`src/rtl/ga_pkg.sv`:
```
// ga_pkg: shared GA datapath definitions.
//   - Default fitness / chromosome widths.
//   - worst_fit(maximize): fitness value that every real candidate beats or ties.
//   - is_better(a, b, maximize): strict "a beats b" comparison.
// The helpers work on a 64-bit container so one definition serves any
// FIT_WIDTH up to 64; callers zero-extend unsigned fitness values and
// truncate worst_fit() back to their own width.
package ga_pkg;

    localparam int FIT_WIDTH_DEF   = 27;
    localparam int CHROM_WIDTH_DEF = 8;
    localparam int FIT_MAX_W       = 64;

    typedef logic [FIT_MAX_W-1:0] fit_wide_t;

    function automatic fit_wide_t worst_fit(input logic maximize);
        return maximize ? '0 : '1;
    endfunction

    function automatic logic is_better(input fit_wide_t a, input fit_wide_t b,
                                       input logic maximize);
        return maximize ? (a > b) : (a < b);
    endfunction

endpackage

```
`src/rtl/argmin_tree.sv`:
```
// argmin_tree: combinational masked best-of-LANES reduction.
//   in_mask   [LANES]               per-lane candidate valid
//   in_fit    [LANES*FIT_WIDTH]     lane i at [i*FIT_WIDTH +: FIT_WIDTH]
//   in_chrom  [LANES*CHROM_WIDTH]   lane i at [i*CHROM_WIDTH +: CHROM_WIDTH]
//   win_valid                       at least one lane masked in
//   win_fit / win_chrom             winning lane (ties -> lowest lane index)
// The lanes are padded to a power of two and reduced as a binary heap; the
// left child always covers lower lane indices, so keeping the left child on
// a tie yields lowest-index tie-breaking.
module argmin_tree
    import ga_pkg::*;
#(
    parameter int FIT_WIDTH   = FIT_WIDTH_DEF,
    parameter int CHROM_WIDTH = CHROM_WIDTH_DEF,
    parameter int LANES       = 2,
    parameter int MAXIMIZE    = 0
) (
    input  logic [LANES-1:0]             in_mask,
    input  logic [LANES*FIT_WIDTH-1:0]   in_fit,
    input  logic [LANES*CHROM_WIDTH-1:0] in_chrom,
    output logic                         win_valid,
    output logic [FIT_WIDTH-1:0]         win_fit,
    output logic [CHROM_WIDTH-1:0]       win_chrom
);

    localparam int LEVELS = (LANES > 1) ? $clog2(LANES) : 0;
    localparam int N      = 1 << LEVELS;
    localparam int NODES  = 2 * N - 1;

    logic [FIT_WIDTH-1:0]   leaf_fit   [N];
    logic [CHROM_WIDTH-1:0] leaf_chrom [N];
    logic                   leaf_vld   [N];

    genvar gi;
    generate
        for (gi = 0; gi < N; gi++) begin : g_leaf
            if (gi < LANES) begin : g_real
                assign leaf_fit[gi]   = in_fit[gi*FIT_WIDTH +: FIT_WIDTH];
                assign leaf_chrom[gi] = in_chrom[gi*CHROM_WIDTH +: CHROM_WIDTH];
                assign leaf_vld[gi]   = in_mask[gi];
            end else begin : g_pad
                assign leaf_fit[gi]   = '0;
                assign leaf_chrom[gi] = '0;
                assign leaf_vld[gi]   = 1'b0;
            end
        end
    endgenerate

    always_comb begin
        logic [FIT_WIDTH-1:0]   nf [NODES];
        logic [CHROM_WIDTH-1:0] nc [NODES];
        logic                   nv [NODES];
        logic                   take_r;
        take_r = 1'b0;
        for (int k = 0; k < NODES; k++) begin
            nf[k] = '0;
            nc[k] = '0;
            nv[k] = 1'b0;
        end
        for (int k = 0; k < N; k++) begin
            nf[N-1+k] = leaf_fit[k];
            nc[N-1+k] = leaf_chrom[k];
            nv[N-1+k] = leaf_vld[k];
        end
        // Children have higher heap indices, so walking downward always
        // reads nodes that are already resolved.
        for (int k = N - 2; k >= 0; k--) begin
            take_r = nv[2*k+2] &&
                     (!nv[2*k+1] ||
                      is_better(FIT_MAX_W'(nf[2*k+2]), FIT_MAX_W'(nf[2*k+1]), MAXIMIZE != 0));
            nf[k] = take_r ? nf[2*k+2] : nf[2*k+1];
            nc[k] = take_r ? nc[2*k+2] : nc[2*k+1];
            nv[k] = nv[2*k+1] | nv[2*k+2];
        end
        win_valid = nv[0];
        win_fit   = nf[0];
        win_chrom = nc[0];
    end

endmodule

```
`src/rtl/best_tracker.sv`:
```
// best_tracker: two-stage multi-lane best-individual tracker.
//   Stage 1 reduces up to LANES masked candidates to one winner; stage 2
//   keeps the running generation best and the run-global best.
// Ports:
//   clk, reset (async, active-high), clear (sync restart, same effect)
//   in_valid/in_last/in_mask/in_fit/in_chrom      candidate batch
//   best_fit/best/best_found/improved             global best
//   gen_valid/gen_best_fit/gen_best/gen_found     closed-generation result
//   stall_cnt/stalled                             stagnation indication
// Optional feature: define BEST_TRACKER_STALL_EN to build the stagnation
// counter; without it stall_cnt and stalled are constant 0.
module best_tracker
    import ga_pkg::*;
#(
    parameter int FIT_WIDTH   = FIT_WIDTH_DEF,
    parameter int CHROM_WIDTH = CHROM_WIDTH_DEF,
    parameter int LANES       = 2,
    parameter int MAXIMIZE    = 0,
    parameter int STALL_LIMIT = 16,
    parameter int STALL_W     = $clog2(STALL_LIMIT + 1)
) (
    input  logic                         clk,
    input  logic                         reset,
    input  logic                         clear,
    input  logic                         in_valid,
    input  logic                         in_last,
    input  logic [LANES-1:0]             in_mask,
    input  logic [LANES*FIT_WIDTH-1:0]   in_fit,
    input  logic [LANES*CHROM_WIDTH-1:0] in_chrom,
    output logic [FIT_WIDTH-1:0]         best_fit,
    output logic [CHROM_WIDTH-1:0]       best,
    output logic                         best_found,
    output logic                         improved,
    output logic                         gen_valid,
    output logic [FIT_WIDTH-1:0]         gen_best_fit,
    output logic [CHROM_WIDTH-1:0]       gen_best,
    output logic                         gen_found,
    output logic [STALL_W-1:0]           stall_cnt,
    output logic                         stalled
);

    localparam logic [FIT_WIDTH-1:0] WORST = FIT_WIDTH'(worst_fit(MAXIMIZE != 0));
    localparam logic                 MAXB  = (MAXIMIZE != 0);

    // ---------------- stage 1: lane reduction ----------------
    logic                   tree_valid;
    logic [FIT_WIDTH-1:0]   tree_fit;
    logic [CHROM_WIDTH-1:0] tree_chrom;

    argmin_tree #(
        .FIT_WIDTH  (FIT_WIDTH),
        .CHROM_WIDTH(CHROM_WIDTH),
        .LANES      (LANES),
        .MAXIMIZE   (MAXIMIZE)
    ) u_tree (
        .in_mask  (in_mask),
        .in_fit   (in_fit),
        .in_chrom (in_chrom),
        .win_valid(tree_valid),
        .win_fit  (tree_fit),
        .win_chrom(tree_chrom)
    );

    logic                   s1_valid_reg, s1_last_reg, s1_any_reg;
    logic [FIT_WIDTH-1:0]   s1_fit_reg;
    logic [CHROM_WIDTH-1:0] s1_chrom_reg;

    always_ff @(posedge clk or posedge reset) begin
        if (reset) begin
            s1_valid_reg <= 1'b0;
            s1_last_reg  <= 1'b0;
            s1_any_reg   <= 1'b0;
            s1_fit_reg   <= WORST;
            s1_chrom_reg <= '0;
        end else if (clear) begin
            // Drops both the incoming batch and the one already in stage 1.
            s1_valid_reg <= 1'b0;
            s1_last_reg  <= 1'b0;
            s1_any_reg   <= 1'b0;
            s1_fit_reg   <= WORST;
            s1_chrom_reg <= '0;
        end else begin
            s1_valid_reg <= in_valid;
            s1_last_reg  <= in_valid & in_last;
            s1_any_reg   <= in_valid & tree_valid;
            s1_fit_reg   <= tree_fit;
            s1_chrom_reg <= tree_chrom;
        end
    end

    // ---------------- stage 2: generation / global update ----------------
    logic [FIT_WIDTH-1:0]   gen_run_fit_reg;
    logic [CHROM_WIDTH-1:0] gen_run_chrom_reg;
    logic                   gen_run_found_reg;

    logic [FIT_WIDTH-1:0]   best_fit_reg, gen_best_fit_reg;
    logic [CHROM_WIDTH-1:0] best_reg, gen_best_reg;
    logic                   best_found_reg, improved_reg, gen_valid_reg, gen_found_reg;

    logic                   run_take, glob_take, gen_close;
    logic [FIT_WIDTH-1:0]   merged_fit;
    logic [CHROM_WIDTH-1:0] merged_chrom;
    logic                   merged_found;

    // An empty slot (not yet found) accepts any real candidate, so a
    // candidate sitting exactly at WORST is still recorded as found.
    always_comb begin
        run_take  = s1_any_reg &&
                    (!gen_run_found_reg ||
                     is_better(FIT_MAX_W'(s1_fit_reg), FIT_MAX_W'(gen_run_fit_reg), MAXB));
        glob_take = s1_any_reg &&
                    (!best_found_reg ||
                     is_better(FIT_MAX_W'(s1_fit_reg), FIT_MAX_W'(best_fit_reg), MAXB));
        gen_close    = s1_valid_reg & s1_last_reg;
        merged_fit   = run_take ? s1_fit_reg   : gen_run_fit_reg;
        merged_chrom = run_take ? s1_chrom_reg : gen_run_chrom_reg;
        merged_found = gen_run_found_reg | s1_any_reg;
    end

    always_ff @(posedge clk or posedge reset) begin
        if (reset) begin
            gen_run_fit_reg   <= WORST;
            gen_run_chrom_reg <= '0;
            gen_run_found_reg <= 1'b0;
            best_fit_reg      <= WORST;
            best_reg          <= '0;
            best_found_reg    <= 1'b0;
            improved_reg      <= 1'b0;
            gen_valid_reg     <= 1'b0;
            gen_best_fit_reg  <= WORST;
            gen_best_reg      <= '0;
            gen_found_reg     <= 1'b0;
        end else if (clear) begin
            gen_run_fit_reg   <= WORST;
            gen_run_chrom_reg <= '0;
            gen_run_found_reg <= 1'b0;
            best_fit_reg      <= WORST;
            best_reg          <= '0;
            best_found_reg    <= 1'b0;
            improved_reg      <= 1'b0;
            gen_valid_reg     <= 1'b0;
            gen_best_fit_reg  <= WORST;
            gen_best_reg      <= '0;
            gen_found_reg     <= 1'b0;
        end else begin
            improved_reg  <= glob_take;
            gen_valid_reg <= gen_close;
            if (glob_take) begin
                best_fit_reg   <= s1_fit_reg;
                best_reg       <= s1_chrom_reg;
                best_found_reg <= 1'b1;
            end
            if (gen_close) begin
                // Publish the merged result and restart the running best in
                // the same cycle so the next batch opens a fresh generation.
                gen_best_fit_reg  <= merged_fit;
                gen_best_reg      <= merged_chrom;
                gen_found_reg     <= merged_found;
                gen_run_fit_reg   <= WORST;
                gen_run_chrom_reg <= '0;
                gen_run_found_reg <= 1'b0;
            end else if (s1_valid_reg) begin
                gen_run_fit_reg   <= merged_fit;
                gen_run_chrom_reg <= merged_chrom;
                gen_run_found_reg <= merged_found;
            end
        end
    end

    assign best_fit     = best_fit_reg;
    assign best         = best_reg;
    assign best_found   = best_found_reg;
    assign improved     = improved_reg;
    assign gen_valid    = gen_valid_reg;
    assign gen_best_fit = gen_best_fit_reg;
    assign gen_best     = gen_best_reg;
    assign gen_found    = gen_found_reg;

    // ---------------- stagnation counter ----------------
`ifdef BEST_TRACKER_STALL_EN
    localparam logic [STALL_W-1:0] LIMIT = STALL_W'(STALL_LIMIT);

    logic               gen_imp_reg;
    logic [STALL_W-1:0] stall_cnt_reg, stall_cnt_next;
    logic               stalled_reg;

    // An improvement on the closing batch itself also counts for the
    // generation being closed.
    always_comb begin
        stall_cnt_next = stall_cnt_reg;
        if (gen_imp_reg || glob_take)
            stall_cnt_next = '0;
        else if (stall_cnt_reg < LIMIT)
            stall_cnt_next = stall_cnt_reg + STALL_W'(1);
    end

    always_ff @(posedge clk or posedge reset) begin
        if (reset) begin
            gen_imp_reg   <= 1'b0;
            stall_cnt_reg <= '0;
            stalled_reg   <= 1'b0;
        end else if (clear) begin
            gen_imp_reg   <= 1'b0;
            stall_cnt_reg <= '0;
            stalled_reg   <= 1'b0;
        end else if (gen_close) begin
            gen_imp_reg   <= 1'b0;
            stall_cnt_reg <= stall_cnt_next;
            stalled_reg   <= (stall_cnt_next >= LIMIT);
        end else if (glob_take) begin
            gen_imp_reg   <= 1'b1;
        end
    end

    assign stall_cnt = stall_cnt_reg;
    assign stalled   = stalled_reg;
`else
    assign stall_cnt = '0;
    assign stalled   = 1'b0;
`endif

endmodule

```
`config.mk`:
```
export PLATFORM = sky130hd
export DESIGN_NAME = best_tracker
export DESIGN_NICKNAME = d
export VERILOG_FILES = /design/src/rtl/ga_pkg.sv /design/src/rtl/argmin_tree.sv /design/src/rtl/best_tracker.sv
export SDC_FILE = /design/constraint.sdc
export NUM_CORES = 1
export LEC_CHECK = 0
export BUFFER_PORTS_ARGS = -buffer_cell sky130_fd_sc_hd__buf_2
export CAP_MARGIN = 0
export CORE_MARGIN = 5
export CORE_UTILIZATION = 63
export CTS_CLUSTER_DIAMETER = 60
export CTS_CLUSTER_SIZE = 40
export DETAILED_ROUTE_END_ITERATION = 10
export PLACE_DENSITY = 0.86
export REMOVE_ABC_BUFFERS = 1
export SLEW_MARGIN = 20
export SYNTH_ARGS = -nofsm -noshare
export SYNTH_HDL_FRONTEND = slang
export SYNTH_SLANG_ARGS = --single-unit
```
`constraint.sdc`:
```
create_clock -name clk -period 11.3 [get_ports clk]
set_input_delay 0.565 -clock clk [delete_from_list [all_inputs] [get_ports clk]]
set_output_delay 0.565 -clock clk [all_outputs]
set_load 0.02 [all_outputs]
```
==> impl_results.html, run 1 <==
<table>
<tr><th>Metric</th><th>Value</th></tr>
<tr><th colspan="2">Cells and area</th></tr>
<tr><td>Net count of the finished layout</td><td>1433</td></tr>
<tr><td>Most common library cell in the layout ignoring fill and taps</td><td>sky130_fd_sc_hd__buf_2</td></tr>
<tr><td>Share of final-layout standard cells stronger than drive strength 1</td><td>25.72%</td></tr>
<tr><td>Number of diodes</td><td>0</td></tr>
<tr><td>Layout filler cell count</td><td>1206</td></tr>
<tr><td>Fraction of the core area covered by cells at the end of the flow</td><td>72.57%</td></tr>
<tr><td>Leading cell types in the layout, fill and taps excluded</td><td>sky130_fd_sc_hd__buf_2 (149), sky130_fd_sc_hd__dfstp_2 (108), sky130_fd_sc_hd__inv_1 (103), sky130_fd_sc_hd__nor2_1 (80), sky130_fd_sc_hd__ha_1 (78)</td></tr>
<tr><td>Area Overhead vs Synth</td><td>12.26%</td></tr>
<tr><th colspan="2">GRT</th></tr>
<tr><td>Maximum number of pins on one net before global-route repair</td><td>103</td></tr>
<tr><td>Antenna violations before repair</td><td>0</td></tr>
<tr><td>Via count of the first global-routing pass</td><td>9890</td></tr>
<tr><td>GRT overflow</td><td>0</td></tr>
<tr><td>Total Routing Usage GR</td><td>30.70%</td></tr>
<tr><td>Wire length of the first global-routing pass</td><td>50580 µm</td></tr>
<tr><th colspan="2">Setup path</th></tr>
<tr><td>Top fanout value on the critical path</td><td>44</td></tr>
<tr><td>Worst path required time</td><td>11.60 ns</td></tr>
<tr><td>Worst Path Class, Setup</td><td>flip-flop to flip-flop</td></tr>
<tr><td>Source of the worst register-to-register timing path</td><td>gen_run_fit_reg[2]</td></tr>
<tr><td>R2R depth</td><td>8</td></tr>
<tr><td>Data arrival, critical path</td><td>4.35 ns</td></tr>
<tr><td>Reg2Reg Capture Point</td><td>gen_run_fit_reg[18]</td></tr>
<tr><td>Critical Path End Type</td><td>flip-flop</td></tr>
<tr><td>Reg2Reg Setup Slack</td><td>7.25 ns</td></tr>
<tr><td>Element type at the critical path start</td><td>flip-flop</td></tr>
<tr><th colspan="2">STA</th></tr>
<tr><td>Period utilisation layout</td><td>35.83%</td></tr>
<tr><td>Worst slew margin</td><td>25.40%</td></tr>
<tr><td>Time the final worst path needs with I/O delays and setup</td><td>4.049 ns</td></tr>
<tr><td>Unrepaired setup endpoints after global routing</td><td>false</td></tr>
<tr><td>Final-report hold violation count</td><td>0</td></tr>
<tr><td>Setup WS post-layout</td><td>7.251 ns</td></tr>
<tr><td>Max Clk Rate</td><td>0.2470 GHz</td></tr>
<tr><td>Final clock skew</td><td>0.008419 ns</td></tr>
<tr><td>Worst hold margin</td><td>0.3261 ns</td></tr>
<tr><td>Total of endpoints with negative setup slack in the final report</td><td>0</td></tr>
<tr><td>Slew @ Worst Pin</td><td>1.119 ns</td></tr>
<tr><td>Setup tns final</td><td>0 ns</td></tr>
<tr><td>Final Slew Violations</td><td>0</td></tr>
<tr><th colspan="2">Synth</th></tr>
<tr><td>Synth unique cells</td><td>62</td></tr>
<tr><td>Syn avg cell area</td><td>8.892 µm²</td></tr>
<tr><td>Synth area leader</td><td>sky130_fd_sc_hd__dfstp_2</td></tr>
<tr><td>Number of synthesized flops with an enable pin</td><td>0</td></tr>
<tr><td>Proportion of netlist area held by the largest area contributor</td><td>26.38%</td></tr>
<tr><td>Portion of the post-synthesis area used by sequential elements</td><td>35.68%</td></tr>
<tr><td>Mapped Area</td><td>0.01076 mm²</td></tr>
<tr><td>Largest cells by area after synthesis</td><td>sky130_fd_sc_hd__dfstp_2 (26%), sky130_fd_sc_hd__dfrtp_1 (9.3%), sky130_fd_sc_hd__ha_1 (9.1%)</td></tr>
<tr><td>Primary flip-flop cell chosen by synthesis mapping</td><td>sky130_fd_sc_hd__dfstp_2</td></tr>
<tr><td>Number of synthesis warnings</td><td>0</td></tr>
<tr><td>Async set-reset flop share out of synthesis</td><td>100.0%</td></tr>
<tr><td>Synthesized instance count</td><td>1210</td></tr>
<tr><td>Register bit total from synthesis</td><td>148</td></tr>
<tr><th colspan="2">Detailed routing</th></tr>
<tr><td>Mean number of vias per cell</td><td>7.072</td></tr>
<tr><td>DRC violation count after routing</td><td>0</td></tr>
<tr><td>Wire length per cell after detailed routing</td><td>20.56 µm</td></tr>
<tr><td>Drt first-iter violations</td><td>1313</td></tr>
<tr><td>Number of iterations in the first detailed-routing pass</td><td>6</td></tr>
<tr><td>Routed Antenna Nets</td><td>0</td></tr>
<tr><td>Total wirelength of the detailed-routed design</td><td>31060 µm</td></tr>
<tr><td>Vias after detailed routing</td><td>10690</td></tr>
<tr><th colspan="2">CTS</th></tr>
<tr><td>Root buffer selected by CTS</td><td>sky130_fd_sc_hd__clkbuf_16</td></tr>
<tr><td>CTS tree</td><td>built</td></tr>
<tr><td>Count of hold buffers inserted by post-cts repair</td><td>0</td></tr>
<tr><td>Worst-path clk slew</td><td>0.06 ns</td></tr>
<tr><td>CTS Buf Count</td><td>17</td></tr>
<tr><td>Sinks on the clock net</td><td>148</td></tr>
<tr><td>Number of gates given a new drive strength after cts</td><td>0</td></tr>
<tr><td>Clock insertion delay at the later pin of the skew report</td><td>0.43 ns</td></tr>
<tr><td>Number of buffers added for setup after CTS</td><td>0</td></tr>
<tr><td>Level count of the clock H-tree</td><td>4</td></tr>
<tr><td>Buffers from clock root to sink, at most</td><td>2</td></tr>
<tr><th colspan="2">Run status</th></tr>
<tr><td>Outcome</td><td>complete, no violations</td></tr>
<tr><th colspan="2">Power and ir drop</th></tr>
<tr><td>IR drop worst, VDD</td><td>0.1025 mV</td></tr>
<tr><td>P_leak</td><td>5.102 nW</td></tr>
<tr><td>Power density normalized to cell area</td><td>129.5 mW/mm²</td></tr>
<tr><th colspan="2">Die</th></tr>
<tr><td>Die width</td><td>140.7 µm</td></tr>
<tr><td>I/O pins</td><td>157</td></tr>
<tr><td>Die height</td><td>140.7 µm</td></tr>
<tr><td>DIE AREA</td><td>0.01979 mm²</td></tr>
<tr><td>Core Footprint</td><td>0.01664 mm²</td></tr>
<tr><td>Core Rows</td><td>47</td></tr>
<tr><td>Initial core utilization</td><td>64.65%</td></tr>
<tr><th colspan="2">Worst hold path</th></tr>
<tr><td>Worst min path class</td><td>primary input to asynchronous set/reset pin</td></tr>
<tr><th colspan="2">Place</th></tr>
<tr><td>Minimum setup slack after placement</td><td>7.352 ns</td></tr>
<tr><td>Estimated wirelength of the detail-placed design</td><td>20350 µm</td></tr>
<tr><td>Final RePlAce weighted congestion</td><td>0.8632</td></tr>
<tr><td>Quantity of I/O buffers inserted on ports</td><td>150</td></tr>
<tr><th colspan="2">Flow run</th></tr>
<tr><td>Max-capacitance violation count</td><td>0</td></tr>
</table>
[per-stage QoR]
step / total power, mW / cells / area (µm²)
global route: 1.626 / 1511 / 12080
finish: 1.564 / 1511 / 12080
detailed placement: 0.9351 / 1479 / 11420
CTS: 1.560 / 1511 / 12070
global placement: 0.9227 / 1478 / 11410
floorplan: 0.8152 / 1089 / 10210
[synthesized netlist by cell type (all sizes together) (39+ instances only)]
library cell / count
o21ai: 39
dfstp: 108
clkbuf: 92
dfrtp: 40
nand2: 51
nand4: 55
ha: 78
nor4: 53
nor3: 39
nor2: 80
inv: 104
a21oi: 48
[layer usage]
| metal | up-vias | global-route usage, % | wire [µm] |
|---|---|---|---|
| li1 | 4874 | - | - |
| met1 | 5064 | 43.73 | 12670 |
| met2 | 673 | 47.05 | 14230 |
| met3 | 75 | 5.994 | 3419 |
| met4 | 0 | 10.50 | 739 |
| met5 | - | 0 | 0 |
[worst max-delay path, cell delays in order (launching register included)]
cell                       delay, ns
sky130_fd_sc_hd__dfstp_2        0.56
sky130_fd_sc_hd__inv_1          0.06
sky130_fd_sc_hd__ha_1           0.30
sky130_fd_sc_hd__a21oi_1        0.14
sky130_fd_sc_hd__o21ai_0        0.11
sky130_fd_sc_hd__a31oi_1        0.38
sky130_fd_sc_hd__a21bo_2        0.83
sky130_fd_sc_hd__nand2_1        0.89
sky130_fd_sc_hd__a221oi_1       0.62
[layout make-up]
type	instances	area (µm²)	share of cell area [%]
clock buffer	19	442.9	3.667
multi-input combinational	837	6008	49.75
tap	220	275.3	2.279
sequential	148	3839	31.78
clock inverter	13	206.4	1.709
timing repair buffer	170	910.9	7.542
inverter	104	395.4	3.274
[how the worst max path moves through the flow]
stage,from,end,slack [ns],cells past startpoint
after floorplan,reset,best[0],6.93,1
after global placement,clear,gen_best_fit[5],7.46,7
after detailed placement,clear,gen_best_fit[0],7.35,7
after CTS,gen_run_fit_reg[8],gen_run_fit_reg[18],7.37,8
after global routing,gen_run_fit_reg[8],gen_run_fit_reg[18],7.10,8
final,gen_run_fit_reg[2],gen_run_fit_reg[18],7.25,8
[report_power, final]
group	switching, mW	internal, mW
Combinational	0.197	0.107
Clock	0.228	0.397
Sequential	0.0533	0.582
Total	0.479	1.09
[logic make-up after synthesis]
kind of cell,synth area share (%)
fa+ha+maj,9.071
flops,35.68
buf+inv,8.896
simple gates,18.07
compound gates,28.25
other cells,0.03485
No activity file was read; power rests on OpenSTA's default activity.
==> run 2, diff against run 1 <==
--- a/config.mk
+++ b/config.mk
@@ -8,11 +8,11 @@
 export BUFFER_PORTS_ARGS = -buffer_cell sky130_fd_sc_hd__buf_2
 export CAP_MARGIN = 0
 export CORE_MARGIN = 5
-export CORE_UTILIZATION = 63
+export CORE_UTILIZATION = 59
 export CTS_CLUSTER_DIAMETER = 60
 export CTS_CLUSTER_SIZE = 40
 export DETAILED_ROUTE_END_ITERATION = 10
-export PLACE_DENSITY = 0.86
+export PLACE_DENSITY = 0.81
 export REMOVE_ABC_BUFFERS = 1
 export SLEW_MARGIN = 20
 export SYNTH_ARGS = -nofsm -noshare
==> constraint.sdc (replaced) <==
create_clock -name clk -period 3.82 [get_ports clk]
set_input_delay 0.191 -clock clk [delete_from_list [all_inputs] [get_ports clk]]
set_output_delay 0.191 -clock clk [all_outputs]
set_load 0.02 [all_outputs]
==> run 2 against run 1 <==
  * First-iteration DRC count down 32%
  * Die area up 6.3%
  * Utilization down 4.7 points
  * Cell count up 1.6%
  * Highest routed layer unchanged
==> impl_results.html, run 2 (same netlist as run 1, synthesis figures left out) <==
<table>
<tr><th>Metric</th><th>Value</th></tr>
<tr><th colspan="2">Run status</th></tr>
<tr><td>Outcome</td><td>complete, no violations</td></tr>
<tr><th colspan="2">Place</th></tr>
<tr><td>Estimated wirelength of the detail-placed design</td><td>21280 µm (+4.6%)</td></tr>
<tr><td>Minimum setup slack after placement</td><td>0.8040 ns (-6.548 ns)</td></tr>
<tr><td>Quantity of I/O buffers inserted on ports</td><td>150 (unchanged)</td></tr>
<tr><td>Cells after DPL</td><td>1501 (+1.5%)</td></tr>
<tr><td>Final RePlAce weighted congestion</td><td>0.9242 (+7.1%)</td></tr>
<tr><td>Post-place instance area</td><td>0.01152 mm² (+0.90%)</td></tr>
<tr><th colspan="2">Detailed routing</th></tr>
<tr><td>Routed length on met1</td><td>13280 µm (+4.8%)</td></tr>
<tr><td>Total wirelength of the detailed-routed design</td><td>31390 µm (+1.1%)</td></tr>
<tr><td>Wire length per cell after detailed routing</td><td>20.45 µm (-0.51%)</td></tr>
<tr><td>Vias after detailed routing</td><td>10670 (-0.12%)</td></tr>
<tr><td>Wire length on met2</td><td>14210 µm (-0.15%)</td></tr>
<tr><td>Max layer used</td><td>met4</td></tr>
<tr><td>DRC violation count after routing</td><td>0 (unchanged)</td></tr>
<tr><td>Drt first-iter violations</td><td>893 (-32%)</td></tr>
<tr><td>Mean number of vias per cell</td><td>6.953 (-1.7%)</td></tr>
<tr><td>Amount of wire on met3 after detailed routing</td><td>2999 µm (-12%)</td></tr>
<tr><td>Routed Antenna Nets</td><td>0 (unchanged)</td></tr>
<tr><td>Number of iterations in the first detailed-routing pass</td><td>5 (-1)</td></tr>
<tr><th colspan="2">Setup path</th></tr>
<tr><td>Series of cell instances along the critical path</td><td>inv_1 -&gt; ha_1 -&gt; a21oi_1 -&gt; o21ai_0 -&gt; a31oi_1 -&gt; a21bo_2 -&gt; nand2_1 -&gt; buf_4 -&gt; a221oi_1</td></tr>
<tr><td>Data arrival, critical path</td><td>3.38 ns (-0.97 ns)</td></tr>
<tr><td>Critical Path End Type</td><td>flip-flop</td></tr>
<tr><td>Critical path buffer and inverter count</td><td>2 (+1)</td></tr>
<tr><td>Family of cells with the greatest summed delay on the critical path</td><td>compound AO/OA/AOI/OAI gates</td></tr>
<tr><td>Top fanout value on the critical path</td><td>17 (-61%)</td></tr>
<tr><td>Largest stage delay on the critical path</td><td>0.55 ns (-0.34 ns)</td></tr>
<tr><td>Worst path required time</td><td>4.14 ns (-7.46 ns)</td></tr>
<tr><td>Element type at the critical path start</td><td>flip-flop</td></tr>
<tr><td>Worst Path Class, Setup</td><td>flip-flop to flip-flop</td></tr>
<tr><td>Slowest stage cell on the critical path</td><td>sky130_fd_sc_hd__dfstp_2</td></tr>
<tr><th colspan="2">STA</th></tr>
<tr><td>Slew @ Worst Pin</td><td>1.018 ns (-0.1013 ns)</td></tr>
<tr><td>Final-report hold violation count</td><td>0 (unchanged)</td></tr>
<tr><td>Final Slew Violations</td><td>0 (unchanged)</td></tr>
<tr><td>Final clock skew</td><td>0.01180 ns (+0.003382 ns)</td></tr>
<tr><td>Max Clk Rate</td><td>0.3273 GHz (+33%)</td></tr>
<tr><td>Unrepaired setup endpoints after global routing</td><td>false</td></tr>
<tr><td>Total of endpoints with negative setup slack in the final report</td><td>0 (unchanged)</td></tr>
<tr><td>Setup WS post-layout</td><td>0.7650 ns (-6.486 ns)</td></tr>
<tr><td>Worst slew margin</td><td>32.15% (+6.8 points)</td></tr>
<tr><td>Worst hold margin</td><td>0.02457 ns (-0.3015 ns)</td></tr>
<tr><td>Setup tns final</td><td>0 ns (unchanged)</td></tr>
<tr><td>Time the final worst path needs with I/O delays and setup</td><td>3.055 ns (-0.9943 ns)</td></tr>
<tr><td>Period utilisation layout</td><td>79.97% (+44 points)</td></tr>
<tr><th colspan="2">Die</th></tr>
<tr><td>Core Rows</td><td>49 (+4.3%)</td></tr>
<tr><td>DIE AREA</td><td>0.02104 mm² (+6.3%)</td></tr>
<tr><td>Die width</td><td>145.0 µm (+3.1%)</td></tr>
<tr><td>I/O pins</td><td>157 (unchanged)</td></tr>
<tr><td>Die height</td><td>145.0 µm (+3.1%)</td></tr>
<tr><td>Core Footprint</td><td>0.01796 mm² (+7.9%)</td></tr>
<tr><td>Initial core utilization</td><td>59.89% (-4.8 points)</td></tr>
<tr><th colspan="2">CTS</th></tr>
<tr><td>CTS tree</td><td>built</td></tr>
<tr><td>Level count of the clock H-tree</td><td>4 (unchanged)</td></tr>
<tr><td>Number of gates given a new drive strength after cts</td><td>0 (unchanged)</td></tr>
<tr><td>CTS Buf Count</td><td>17 (unchanged)</td></tr>
<tr><td>Count of hold buffers inserted by post-cts repair</td><td>2 (+2)</td></tr>
<tr><td>Buffers from clock root to sink, at most</td><td>2 (unchanged)</td></tr>
<tr><td>Root buffer selected by CTS</td><td>sky130_fd_sc_hd__clkbuf_16</td></tr>
<tr><td>Worst-path clk slew</td><td>0.06 ns (about the same)</td></tr>
<tr><td>Number of buffers added for setup after CTS</td><td>0 (unchanged)</td></tr>
<tr><td>Sinks on the clock net</td><td>148 (unchanged)</td></tr>
<tr><td>Clock insertion delay at the later pin of the skew report</td><td>0.43 ns (about the same)</td></tr>
<tr><th colspan="2">Cells and area</th></tr>
<tr><td>Net count of the finished layout</td><td>1448 (+1.0%)</td></tr>
<tr><td>Fraction of the core area covered by cells at the end of the flow</td><td>67.90% (-4.7 points)</td></tr>
<tr><td>Area Overhead vs Synth</td><td>13.37%</td></tr>
<tr><td>Finished Layout Cells</td><td>1535 (+1.6%)</td></tr>
<tr><td>Number of diodes</td><td>0 (unchanged)</td></tr>
<tr><td>Most common library cell in the layout ignoring fill and taps</td><td>sky130_fd_sc_hd__buf_2</td></tr>
<tr><td>Final instance area</td><td>0.01220 mm² (+0.99%)</td></tr>
<tr><td>Share of final-layout standard cells stronger than drive strength 1</td><td>26.57% (+0.85 points)</td></tr>
<tr><td>Layout filler cell count</td><td>1425 (+18%)</td></tr>
<tr><td>Leading cell types in the layout, fill and taps excluded</td><td>sky130_fd_sc_hd__buf_2 (149), sky130_fd_sc_hd__dfstp_2 (108), sky130_fd_sc_hd__inv_1 (103), sky130_fd_sc_hd__nor2_1 (80), sky130_fd_sc_hd__ha_1 (78)</td></tr>
<tr><th colspan="2">GRT</th></tr>
<tr><td>GRT overflow</td><td>0 (unchanged)</td></tr>
<tr><td>Antenna violations before repair</td><td>0 (unchanged)</td></tr>
<tr><td>Maximum number of pins on one net before global-route repair</td><td>100 (-2.9%)</td></tr>
<tr><td>Via count of the first global-routing pass</td><td>10230 (+3.4%)</td></tr>
<tr><td>Wire length of the first global-routing pass</td><td>52420 µm (+3.6%)</td></tr>
<tr><td>Total Routing Usage GR</td><td>29.34% (-1.4 points)</td></tr>
<tr><th colspan="2">Power and ir drop</th></tr>
<tr><td>IR drop worst, VDD</td><td>0.1914 mV (+87%)</td></tr>
<tr><td>Power density normalized to cell area</td><td>376.7 mW/mm² (+190%)</td></tr>
<tr><td>Power Total</td><td>4.595 mW (+190%)</td></tr>
<tr><td>P_leak</td><td>5.184 nW (+1.6%)</td></tr>
<tr><th colspan="2">Flow run</th></tr>
<tr><td>Max-capacitance violation count</td><td>0 (unchanged)</td></tr>
<tr><th colspan="2">Worst hold path</th></tr>
<tr><td>Worst min path class</td><td>primary input to flip-flop</td></tr>
</table>
==> run 2: cell types whose count changed in the layout (fill, tap and decap cells not counted), moves of 2 or more <==
cell	previous run	this run
sky130_fd_sc_hd__dlygate4sd3_1	0	2
sky130_fd_sc_hd__clkbuf_16	17	19
sky130_fd_sc_hd__clkbuf_8	1	5
sky130_fd_sc_hd__bufinv_16	5	2
sky130_fd_sc_hd__buf_4	20	34
sky130_fd_sc_hd__clkinvlp_4	5	2
sky130_fd_sc_hd__inv_6	1	3
==> run 2: power by group <==
part / internal [mW] / switching (mW) / leakage [nW] / total [mW]
registers: 1.72 / 0.154 / 1.68 / 1.87
logic: 0.323 / 0.586 / 3.19 / 0.909
clock network: 1.13 / 0.681 / 0.316 / 1.81
==> run 2: worst paths after layout <==
path	start	endpoint	slack [ns]	depth (start not counted)
min	in_mask[1]	s1_any_reg	0.02	2
min reg2reg	gen_found	gen_found	0.52	2
max reg2reg	gen_run_fit_reg[8]	gen_run_fit_reg[9]	0.77	9
min in group asynchronous	reset	best[1]	0.48	3
max	gen_run_fit_reg[8]	gen_run_fit_reg[9]	0.77	9
max in group asynchronous	reset	s1_fit_reg[16]	2.36	4
==> run 2: final cells by class <==
type                            count  area, µm²  area share (%)
Multi-Input combinational cell    837       6006           49.24
Sequential cell                   148       3839           31.47
Timing Repair Buffer              185       1021           8.370
Clock buffer                       24      544.3           4.462
Inverter                          104      395.4           3.241
Tap cell                          229      286.5           2.349
Clock inverter                      8      106.4          0.8719
==> run 2: layer usage <==
layer | track usage (%) | vias to the layer above
met2 | 44.67 | 584
met5 | 0 | -
met1 | 41.87 | 5105
met3 | 5.394 | 79
met4 | 10.88 | 0
li1 | - | 4905
